--- config.mk ---
export PLATFORM = sky130hd
export DESIGN_NAME = instruction_fetch_stage
export DESIGN_NICKNAME = d
export VERILOG_FILES = /design/src/rtl/instruction_fetch_stage.sv
export SDC_FILE = /design/constraint.sdc
export NUM_CORES = 1
export LEC_CHECK = 0
export CAP_MARGIN = 40
export CORE_ASPECT_RATIO = 0.9
export CORE_MARGIN = 5
export CORE_UTILIZATION = 58
export DETAILED_ROUTE_END_ITERATION = 6
export GPL_ROUTABILITY_DRIVEN = 0
export PLACE_DENSITY_LB_ADDON = 0.3
export SLEW_MARGIN = 10
export SYNTH_ARGS = -nofsm -noshare
export SYNTH_HDL_FRONTEND = slang
export SYNTH_SLANG_ARGS = --single-unit
--- constraint.sdc ---
create_clock -name clk -period 10.1 [get_ports clk]
set_clock_uncertainty 0.05 [all_clocks]
set_input_delay 3.03 -clock clk [delete_from_list [all_inputs] [get_ports clk]]
set_output_delay 3.03 -clock clk [all_outputs]
set_load 0.05 [all_outputs]
--- src/rtl/instruction_fetch_stage.sv ---
// Instruction fetch stage: owns the PC, issues credit-limited word fetches to
// instruction memory and presents returned words to decode through a small
// in-order queue. When the queue is empty, a returning word bypasses straight
// to the IF/ID outputs so a 1-cycle memory sustains one instruction per cycle.
module instruction_fetch_stage #(
    parameter logic [63:0] RESET_PC    = 64'h0,
    parameter int          QUEUE_DEPTH = 2
) (
    input  logic        clk,
    input  logic        rst,
    output logic        imem_req_valid,
    input  logic        imem_req_ready,
    output logic [63:0] imem_req_addr,
    input  logic        imem_resp_valid,
    input  logic [31:0] imem_resp_data,
    input  logic        stall,
    input  logic        redirect_valid,
    input  logic [63:0] redirect_pc,
    output logic        if_id_valid,
    output logic [63:0] if_id_pc,
    output logic [31:0] if_id_instruction
);

    localparam int PW = (QUEUE_DEPTH > 1) ? $clog2(QUEUE_DEPTH) : 1;
    // Spare top bit keeps the credit sum from wrapping before the compare
    localparam int CW = $clog2(QUEUE_DEPTH + 1) + 1;
    localparam logic [CW-1:0] DEPTH_C = CW'(QUEUE_DEPTH);
    localparam logic [31:0]   NOP     = 32'h00000013;

    // Branch targets are forced onto a word boundary
    function automatic logic [63:0] align_pc(input logic [63:0] target);
        return target & ~64'h3;
    endfunction

    logic [63:0]   pc;
    logic [CW-1:0] outstanding;
    logic [CW-1:0] drop;
    logic [CW-1:0] q_count;
    logic [PW-1:0] q_rd;
    logic [PW-1:0] q_wr;
    logic [PW-1:0] t_rd;
    logic [PW-1:0] t_wr;

    logic [63:0] q_pc    [QUEUE_DEPTH];
    logic [31:0] q_instr [QUEUE_DEPTH];
    logic [63:0] t_addr  [QUEUE_DEPTH];

    logic          q_empty;
    logic          req_fire;
    logic          resp_drop;
    logic          resp_take;
    logic          deq;
    logic          deq_q;
    logic          enq_q;
    logic [63:0]   resp_tag;
    logic [CW-1:0] in_flight;

    assign q_empty   = (q_count == '0);
    assign req_fire  = imem_req_valid && imem_req_ready;
    // Wrong-path responses always precede right-path ones, so drop is served first
    assign resp_drop = imem_resp_valid && (drop != '0);
    assign resp_take = imem_resp_valid && (drop == '0) && (outstanding != '0);
    assign resp_tag  = t_addr[t_rd];

    // Credit depends on registered state only, never on stall or redirect
    assign in_flight      = outstanding + drop + q_count;
    assign imem_req_valid = (in_flight < DEPTH_C);
    assign imem_req_addr  = pc;

    assign deq   = if_id_valid && !stall;
    assign deq_q = deq && !q_empty;
    // A bypassed word consumed in its arrival cycle never enters storage
    assign enq_q = resp_take && !(q_empty && !stall);

    // IF/ID view: queue head, else the arriving word, else a NOP bubble
    always_comb begin
        if_id_valid       = 1'b0;
        if_id_pc          = '0;
        if_id_instruction = NOP;
        if (!q_empty) begin
            if_id_valid       = 1'b1;
            if_id_pc          = q_pc[q_rd];
            if_id_instruction = q_instr[q_rd];
        end else if (resp_take) begin
            if_id_valid       = 1'b1;
            if_id_pc          = resp_tag;
            if_id_instruction = imem_resp_data;
        end
    end

    // Control state: PC, credit counters and queue/tag pointers
    always_ff @(posedge clk or posedge rst) begin
        if (rst) begin
            pc          <= RESET_PC;
            outstanding <= '0;
            drop        <= '0;
            q_count     <= '0;
            q_rd        <= '0;
            q_wr        <= '0;
            t_rd        <= '0;
            t_wr        <= '0;
        end else if (redirect_valid) begin
            // Everything in flight, including this cycle's request, becomes wrong-path
            pc          <= align_pc(redirect_pc);
            drop        <= drop + outstanding + CW'(req_fire) - CW'(resp_drop || resp_take);
            outstanding <= '0;
            q_count     <= '0;
            q_rd        <= '0;
            q_wr        <= '0;
            t_rd        <= '0;
            t_wr        <= '0;
        end else begin
            if (req_fire) begin
                pc   <= pc + 64'd4;
                t_wr <= t_wr + PW'(1);
            end
            if (resp_take) begin
                t_rd <= t_rd + PW'(1);
            end
            outstanding <= outstanding + CW'(req_fire) - CW'(resp_take);
            drop        <= drop - CW'(resp_drop);
            if (enq_q) begin
                q_wr <= q_wr + PW'(1);
            end
            if (deq_q) begin
                q_rd <= q_rd + PW'(1);
            end
            q_count <= q_count + CW'(enq_q) - CW'(deq_q);
        end
    end

    // Payload storage: issued-address tags and returned words, qualified by pointers
    always_ff @(posedge clk) begin
        if (req_fire) begin
            t_addr[t_wr] <= pc;
        end
        if (enq_q) begin
            q_pc[q_wr]    <= resp_tag;
            q_instr[q_wr] <= imem_resp_data;
        end
    end

endmodule

Yosys cells after proc, flatten, opt, wreduce, memory -nomap -nowiden
Memories as Yosys holds them, arrays and structs flattened. Cells that the tools add are included.

Flip-flop bits (word level): 77. Latch bits: 0. Memory bits (writable): 320. Bits in read-only memories: 0. Input port bits: 102. Output and inout port bits: 162. Word-level logic and storage cells: 69. Memories kept: 3.

Memories: q_pc (words 2, bits a word 64, rd ports 1, clocked after Yosys merged registers in 0, write ports 1, line 44) `logic [63:0] q_pc [QUEUE_DEPTH];`; t_addr (words 2, bits a word 64, rd ports 1, clocked after Yosys merged registers in 0, write ports 1, line 46) `logic [63:0] t_addr [QUEUE_DEPTH];`; q_instr (words 2, bits a word 32, rd ports 1, clocked after Yosys merged registers in 0, write ports 1, line 45) `logic [31:0] q_instr [QUEUE_DEPTH];`.

Add/subtract/negate cells: 14. Multipliers: 0. Div/mod/pow operators: 0. Order comparisons: 1. Equal/unequal tests: 0. Shift operators: 0. Muxes and demuxes: 23. Bitwise gates (word level): 0. Reduce and logical (&&, ||, !) cells: 20.

Operators by type and width (count): $mux W64 (4); $add A64 B3 Y64 const B (1); $mux W32 (2); $mux W1 (14); $sub A3 B1 Y3 (4); $add A3 B1 Y3 (3); $mux W3 (3); $logic_and A1 B1 Y1 (8); $reduce_bool A2 Y1 (4); $add A3 B3 Y3 (2); $logic_not A3 Y1 (2); $reduce_bool A3 Y1 (2); $add A1 B1 Y1 const B (4); $logic_not A1 Y1 (3); $lt A3 B2 Y1 const B (1); $logic_or A1 B1 Y1 (1).

Longest topological paths before layout
Gate-level depths: netlist of run 1.

Depth after elaboration: 9. Depth in mapped cells: 15.

Worst setup path after synthesis of run 1
OpenSTA, ideal clock, no wires.

Path kind: input to register. Start: in imem_resp_valid. End: mem q_instr[0][0] (enable). Library setup time: 0.548 ns. Data arrival time: 7.408 ns. Slack: 2.094 ns. Stages: 4. Path buffers: 0. Cell sequence: nand3_1 > inv_1 > o21ai_0 > nor2_1.

Longest elaborated chain between the ends: 5.

Ends and longest elaborated chain: start: declaration (line 14) `input logic imem_resp_valid,`; $logic_and A1 B1 Y1 (2 in a row) (line 62) `assign resp_take = imem_resp_valid && (drop == '0) && (outstanding != '0);`; $logic_and A1 B1 Y1 (line 73) `assign enq_q = resp_take && !(q_empty && !stall);`; $mux W1 (line 137) `if (enq_q) begin`; $mux W1 (implied by the code) (line 139) `q_instr[q_wr] <= imem_resp_data;`; end: declaration (line 45).

Every way passes these cells.

Final worst setup path of run 1
Start: in imem_resp_valid. End: out if_id_pc[48].

Longest elaborated chain between the ends: 4.

Ends and longest elaborated chain: $logic_and A1 B1 Y1 (2 in a row) (line 62); $mux W64 (line 84) `end else if (resp_take) begin`; $mux W64 (line 80) `if (!q_empty) begin`; end: declaration (line 20) `output logic [63:0] if_id_pc,`.

Every way passes these cells.

==> results_dict.tcl, run 1 <==
set metrics [dict create \
    status "finished clean" \
    grtUsageTotal_pct 26.2 \
    yosysSeqAreaShare_pct 66.0 \
    fmax_mhz 111 \
    tightest_slew_ns 0.842 \
    path_class "input port to output pin" \
    rsz0062_at_grt "false" \
    slew_headroom_pct 43.3 \
    min_path_cells 0 \
    dieArea_um2 32900 \
    hp-class "flop to flop" \
    endpoint "if_id_pc[48]" \
    fin_crit_sh_pct 89.3 \
    clk_latency_ns 0.53 \
    cap_violations 0 \
    setup_violations 0 \
    r2r_cells 15 \
    synth.distinct_cells 56 \
    dr.first_iter.drc_count 1236 \
    irDropWorstVdd_mv 0.244 \
    cts.sinks 387 \
    wl_per_cell_um 22.8 \
    synthesis.area_um2 17000 \
    h-tree-depth 2 \
    p_per_area_nw_per_um2 282 \
    async_flop_share_pct 19.4 \
    grt_max_degree 79 \
    synth_cells 1264 \
    die_w_um 191 \
    crit_start "imem_resp_valid" \
    overflow 0 \
    antenna_found_initial 1 \
    start_kind "input port" \
    die_h_um 173 \
    grt_pass1_wl_um 68400 \
    tns_ns 0 \
    p_leak_nw 7.04 \
    finish.instance_area_um2 21500 \
    slowest_stage "clkdlybuf4s50_1" \
    vias 12000 \
    vias_per_cell 6.17 \
    ys_ff_latch 387 \
    yosys_warnings 0 \
    drc_errors 0 \
    cts_buffers 40 \
    core_area_um2 28900 \
    finalNetCount 1628 \
    reg2reg_slack_ns 5.37 \
    r2r_start "outstanding[0]$_DFF_PP0_" \
    dp_hpwl_um 28400 \
    worstPathArrival_ns 5.93 \
    clockRootBuffer "clkbuf_16" \
    report.final.slew_viol_count 0 \
    antenna_cells 0 \
    crit_chain "clkdlybuf4s50_1, nand3_1, clkinv_2, buf_12, nand3_1, o21ai_0, clkdlybuf4s50_1" \
    min_period_ns 9.01 \
    layout-drive-gt1-share_pct 10.9 \
    hold_viol_final 0 \
    synth_enable_flop_cells 312 \
    endpoint_kind "output pin" \
    post_cts_buffers 0 \
    syn_avg_cell_area_um2 13.5 \
    syn2layout_area_growth_pct 26.0 \
    wl_um 44200 \
    fillers 1910 \
    grt_pass1_vias 12000 \
    io_pins 264 \
    slowest_delay_ns 0.88 \
    portBuffers 257 \
    cp.required_ns 7.02 \
    initial_core_util_pct 58.9 \
    ctsHoldBuffers 0 \
    first_pass_iters 5 \
    cts_resized 0 \
    synthFlopType "edfxtp_1" \
    cts_tree "yes" \
    r2r_end "drop[2]$_DFF_PP0_" \
    cts_buffer_depth 3 \
    rows 59 \
    worstPathMaxFanout 71 \
    clk_pin_slew_worst_paths_ns 0.06 \
    placed_area_um2 20200 \
    ant_nets 0 \
]
[layout make-up]
type                            count  area [um^2]  share of cell area (%)
Inverter                           23         88.8                   0.414
Sequential cell                   387        11300                    52.4
Multi-Input combinational cell    778         5420                    25.3
Clock buffer                       52         1090                    5.07
Tap cell                          396          495                    2.31
Clock inverter                     21          193                   0.898
Timing Repair Buffer              281         2930                    13.6
[worst max-delay path: cells and delay by family]
family / cells / cell delay, ns
buf+inv: 4 / 2.26
simple gates: 2 / 0.45
compound gates: 1 / 0.17
[how the worst min path moves through the flow]
stage / from / to / slack (ns)
floorplan: drop[2]$_DFF_PP0_ / drop[2]$_DFF_PP0_ / 0.44
detailed placement: imem_req_addr[31]$_DFFE_PP0N_ / t_addr[0][31]$_DFFE_PP_ / 0.48
finish: imem_req_addr[26]$_DFFE_PP0N_ / t_addr[1][26]$_DFFE_PP_ / 0.50
global route: drop[2]$_DFF_PP0_ / drop[2]$_DFF_PP0_ / 0.52
CTS: imem_req_addr[26]$_DFFE_PP0N_ / t_addr[1][26]$_DFFE_PP_ / 0.50
global placement: imem_req_addr[26]$_DFFE_PP0N_ / t_addr[1][26]$_DFFE_PP_ / 0.47
[power breakdown]
part,internal (mW),switching (mW)
sequential,2.03,0.166
combinational,0.807,1.60
clock,0.840,0.605
total,3.68,2.37
[registers in the layout, summed over array words and instances, names as in the netlist, 3 cells and up]
name / cells
imem_req_addr: 62
drop: 3
q_count: 3
q_pc: 124
q_instr: 64
outstanding: 3
t_addr: 124
[per-stage QoR]
stage	hold WS, ns	instances	power [mW]	setup WS, ns	utilization [%]
3_5_place_dp	0.480	1864	4.62	1.11	69.7
3_3_place_gp	0.472	1853	4.49	1.14	68.9
6_report	0.505	1938	6.05	1.09	74.2
4_1_cts	0.502	1937	6.07	1.10	74.2
5_1_grt	0.521	1938	6.28	0.968	74.2
2_1_floorplan	0.436	1267	3.80	2.09	-
[cell usage in the layout (no fill, tap or decap), types with 6 or more instances in the layout]
cell type        synthesis  final
nand4_1                 25     25
clkbuf_1                55      9
xor2_1                  10     10
dfrtp_1                 75     73
nand2_1                 41     41
or3_1                   14     14
edfxtp_1               312    312
o31ai_1                 27     27
inv_1                   21     19
nor2_1                  55     52
mux2i_1                 96     96
a31oi_1                 33     33
o21ai_0                117    117
or4_1                   28     28
clkinv_2                 0      9
nand3_1                123    123
buf_12                   0      6
and2_1                   8      8
ha_1                    10     10
mux2_2                  63     63
nor4_1                  11     11
and3_1                   7      6
buf_4                    4     10
xnor2_1                 20     20
clkdlybuf4s50_1          0    256
nor2b_1                  8      8
nor3_1                  17     16
clkbuf_16                0     41
[cell families (layout without fill, tap and decap cells)]
group | after synthesis | after routing | share of synthesized area (%)
flops | 387 | 387 | 66.0
simple gates | 362 | 362 | 11.4
compound gates | 206 | 206 | 7.24
mux | 159 | 159 | 9.81
buf+inv | 102 | 377 | 2.39
xor+xnor | 32 | 32 | 1.77
fa+ha+maj | 15 | 15 | 1.32
other cells | 1 | 4 | 0.0220
[cell usage after synthesis (2+ instances only)]
cell type,count,share of area [%]
a2111oi_0,3,0.15
a21oi_1,4,0.12
a221o_1,3,0.18
a22oi_1,4,0.18
a31oi_1,33,1.2
and2_1,8,0.29
and3_1,7,0.26
and4_1,5,0.26
buf_1,18,0.40
buf_4,4,0.18
clkbuf_1,55,1.2
dfrtp_1,75,11
edfxtp_1,312,55
fa_1,5,0.59
ha_1,10,0.73
inv_1,21,0.46
mux2_2,63,4.2
mux2i_1,96,5.6
nand2_1,41,0.90
nand2b_1,4,0.15
nand3_1,123,3.6
nand4_1,25,0.92
nand4b_1,4,0.21
nor2_1,55,1.2
nor2b_1,8,0.29
nor3_1,17,0.50
nor4_1,11,0.40
o2111ai_1,4,0.21
o211ai_1,2,0.088
o21ai_0,117,3.4
o31a_1,3,0.15
o31ai_1,27,1.2
o41ai_1,3,0.15
or2_2,3,0.11
or3_1,14,0.51
or4_1,28,1.2
or4_4,2,0.13
xnor2_1,20,1.0
xor2_1,10,0.51
[metal layers]
metal	routed length, um	up-vias	GRT usage, %
met5	7	-	0
met4	1090	2	7.24
met3	3480	83	4.50
met2	21400	551	43.2
met1	18100	5940	36.5
li1	-	5380	-
(Power assumes the default switching activity.)
==> run 2, diff against run 1 <==
- CELL_PAD_IN_SITES_DETAIL_PLACEMENT: unset -> 1
- CELL_PAD_IN_SITES_GLOBAL_PLACEMENT: unset -> 1
- CORE_UTILIZATION: 58 -> 30
- PLACE_DENSITY: unset -> 0.55
- PLACE_DENSITY_LB_ADDON: 0.3 -> unset
==> results_dict.tcl, run 2 (synthesized netlist as in run 1, its figures left out) <==
set metrics [dict create \
    status "finished clean" \
    cts_buffers 44 \
    r2r_cells 15 \
    fin_cells 2309 \
    crit_buf_inv 4 \
    cap_violations 0 \
    wl_per_cell_um 23.2 \
    ctsHoldBuffers 0 \
    critical_path.top_delay_family "buffers and inverters" \
    crit_chain "clkdlybuf4s50_1, nand3_1, clkinv_2, buf_4, nand3_1, o21ai_0, clkdlybuf4s50_1" \
    clk_latency_ns 0.55 \
    slowest_stage "clkdlybuf4s50_1" \
    p_leak_nw 7.07 \
    path_class "input port to output pin" \
    worstHoldStart "drop[2]$_DFF_PP0_" \
    p_per_area_nw_per_um2 281 \
    swShare_pct 39.9 \
    regArea_um2 11300 \
    h-tree-depth 2 \
    hp-class "flop to flop" \
    pwr-share-clk_pct 24.5 \
    worstPathMaxFanout 19 \
    grt_max_degree 184 \
    finalNetCount 1636 \
    cts_buffer_depth 3 \
    reg2reg_slack_ns 5.30 \
    multi_input_area_um2 5430 \
    vias_per_cell 5.04 \
    overflow 0 \
    tns_ns 0 \
    top_regs "q_pc: 124 flops, t_addr: 124 flops, q_instr: 64 flops" \
    grt_pass1_vias 12300 \
    drc_errors 0 \
    endpoint_kind "output pin" \
    antenna_found_initial 3 \
    finish.instance_area_um2 22000 \
    die_h_um 236 \
    cp.required_ns 7.02 \
    dp_hpwl_um 35300 \
    ant_nets 0 \
    core_area_um2 55900 \
    pwr-share-seq_pct 35.4 \
    dr.first_iter.drc_count 607 \
    slowest_delay_ns 0.87 \
    intPower_mw 3.71 \
    layout-drive-gt1-share_pct 10.9 \
    irDropWorstVdd_mv 0.155 \
    layout_common_cells "edfxtp_1, clkdlybuf4s50_1, nand3_1" \
    slew_headroom_pct 39.8 \
    cts.sinks 387 \
    die_w_um 261 \
    min_to "drop[2]$_DFF_PP0_" \
    min_path_cells 1 \
    setup_violations 0 \
    start_kind "input port" \
    vias 11600 \
    first_pass_iters 5 \
    dieArea_um2 61700 \
    tightest_slew_ns 0.880 \
    post_cts_buffers 0 \
    report.final.slew_viol_count 0 \
    min_period_ns 8.89 \
    syn2layout_area_growth_pct 28.9 \
    hold_viol_final 0 \
    rows 82 \
    grt_pass1_wl_um 80200 \
    rsz0062_at_grt "false" \
    final_common_cell "edfxtp_1" \
    grtUsageTotal_pct 17.0 \
    portBuffers 257 \
    r2r_start "drop[0]$_DFF_PP0_" \
    combPwrFrac_pct 40.0 \
    fillers 5821 \
    clockRootBuffer "clkbuf_16" \
    fin_crit_sh_pct 88.0 \
    fmax_mhz 112 \
    clk_pin_slew_worst_paths_ns 0.05 \
    r2r_end "drop[2]$_DFF_PP0_" \
    worstPathArrival_ns 5.81 \
    place_inst 2228 \
    wl_um 53600 \
    initial_core_util_pct 30.5 \
    p_sw_mw 2.46 \
    cts_resized 0 \
    cts_tree "yes" \
    placed_area_um2 20600 \
    io_pins 264 \
]
==> run 2: cell types whose count changed in the layout (fill, tap and decap cells not counted), moves of 2 or more <==
cell | previous run | this run
clkinvlp_4 | 3 | 0
buf_16 | 5 | 2
buf_4 | 10 | 18
clkinv_1 | 5 | 7
diode_2 | 0 | 3
buf_6 | 2 | 0
inv_6 | 2 | 0
clkbuf_1 | 9 | 13
clkbuf_16 | 41 | 45
==> run 2: worst max-delay path by stage <==
stage | endpoint | slack [ns] | cells past startpoint | from
after floorplan | q_instr[0][0]$_DFFE_PP_ | 2.09 | 4 | imem_resp_valid
after global placement | if_id_pc[9] | 1.14 | 7 | imem_resp_valid
after detailed placement | if_id_pc[9] | 1.14 | 7 | imem_resp_valid
after CTS | if_id_pc[9] | 1.15 | 7 | imem_resp_valid
after global routing | if_id_pc[9] | 1.05 | 7 | imem_resp_valid
final | if_id_pc[9] | 1.21 | 7 | imem_resp_valid
==> run 2: layout make-up <==
type | instances | area share (%)
timing repair buffer | 285 | 13.2
clock buffer | 61 | 5.54
sequential | 387 | 51.3
multi-input combinational | 778 | 24.7
inverter | 23 | 0.405
antenna | 3 | 0.0342
tap | 756 | 4.31
clock inverter | 16 | 0.553
==> run 2: power groups by stage <==
stage               combinational [mW]  sequential, mW  clock [mW]
floorplan                         1.55            2.25           0
global placement                  2.45            2.22           0
detailed placement                2.50            2.23           0
CTS                               2.51            2.19        1.56
global route                      2.62            2.21        1.64
finish                            2.47            2.19        1.52
==> run 2: stage by stage <==
stage	setup WS, ns	hold WS (ns)	power (mW)	util, %
global route	1.05	0.541	6.47	39.2
detailed placement	1.14	0.488	4.73	36.8
global placement	1.14	0.483	4.67	36.6
CTS	1.15	0.500	6.27	39.2
floorplan	2.09	0.436	3.80	-
finish	1.21	0.505	6.18	39.3
==> run 2: layer usage <==
metal	share of wire, %	GRT usage (%)	up-vias	routed length (um)
met5	0.022	0	-	12
li1	-	-	5384	-
met4	1.4	3.38	2	739
met3	4.2	3.03	58	2240
met1	47	23.7	5971	25100
met2	48	28.0	213	25600
==> run 2: worst register-to-register path, cell delays in order, from the launching register on <==
cell	delay (ns)
dfrtp_1	0.42
ha_1	0.21
fa_1	0.54
fa_1	0.45
xnor3_1	0.51
xnor2_2	0.55
nand2_1	0.11
buf_4	0.27
inv_2	0.31
ha_1	0.20
inv_1	0.05
fa_1	0.38
xnor2_1	0.19
xnor2_1	0.16
a21oi_1	0.11
xor2_1	0.18
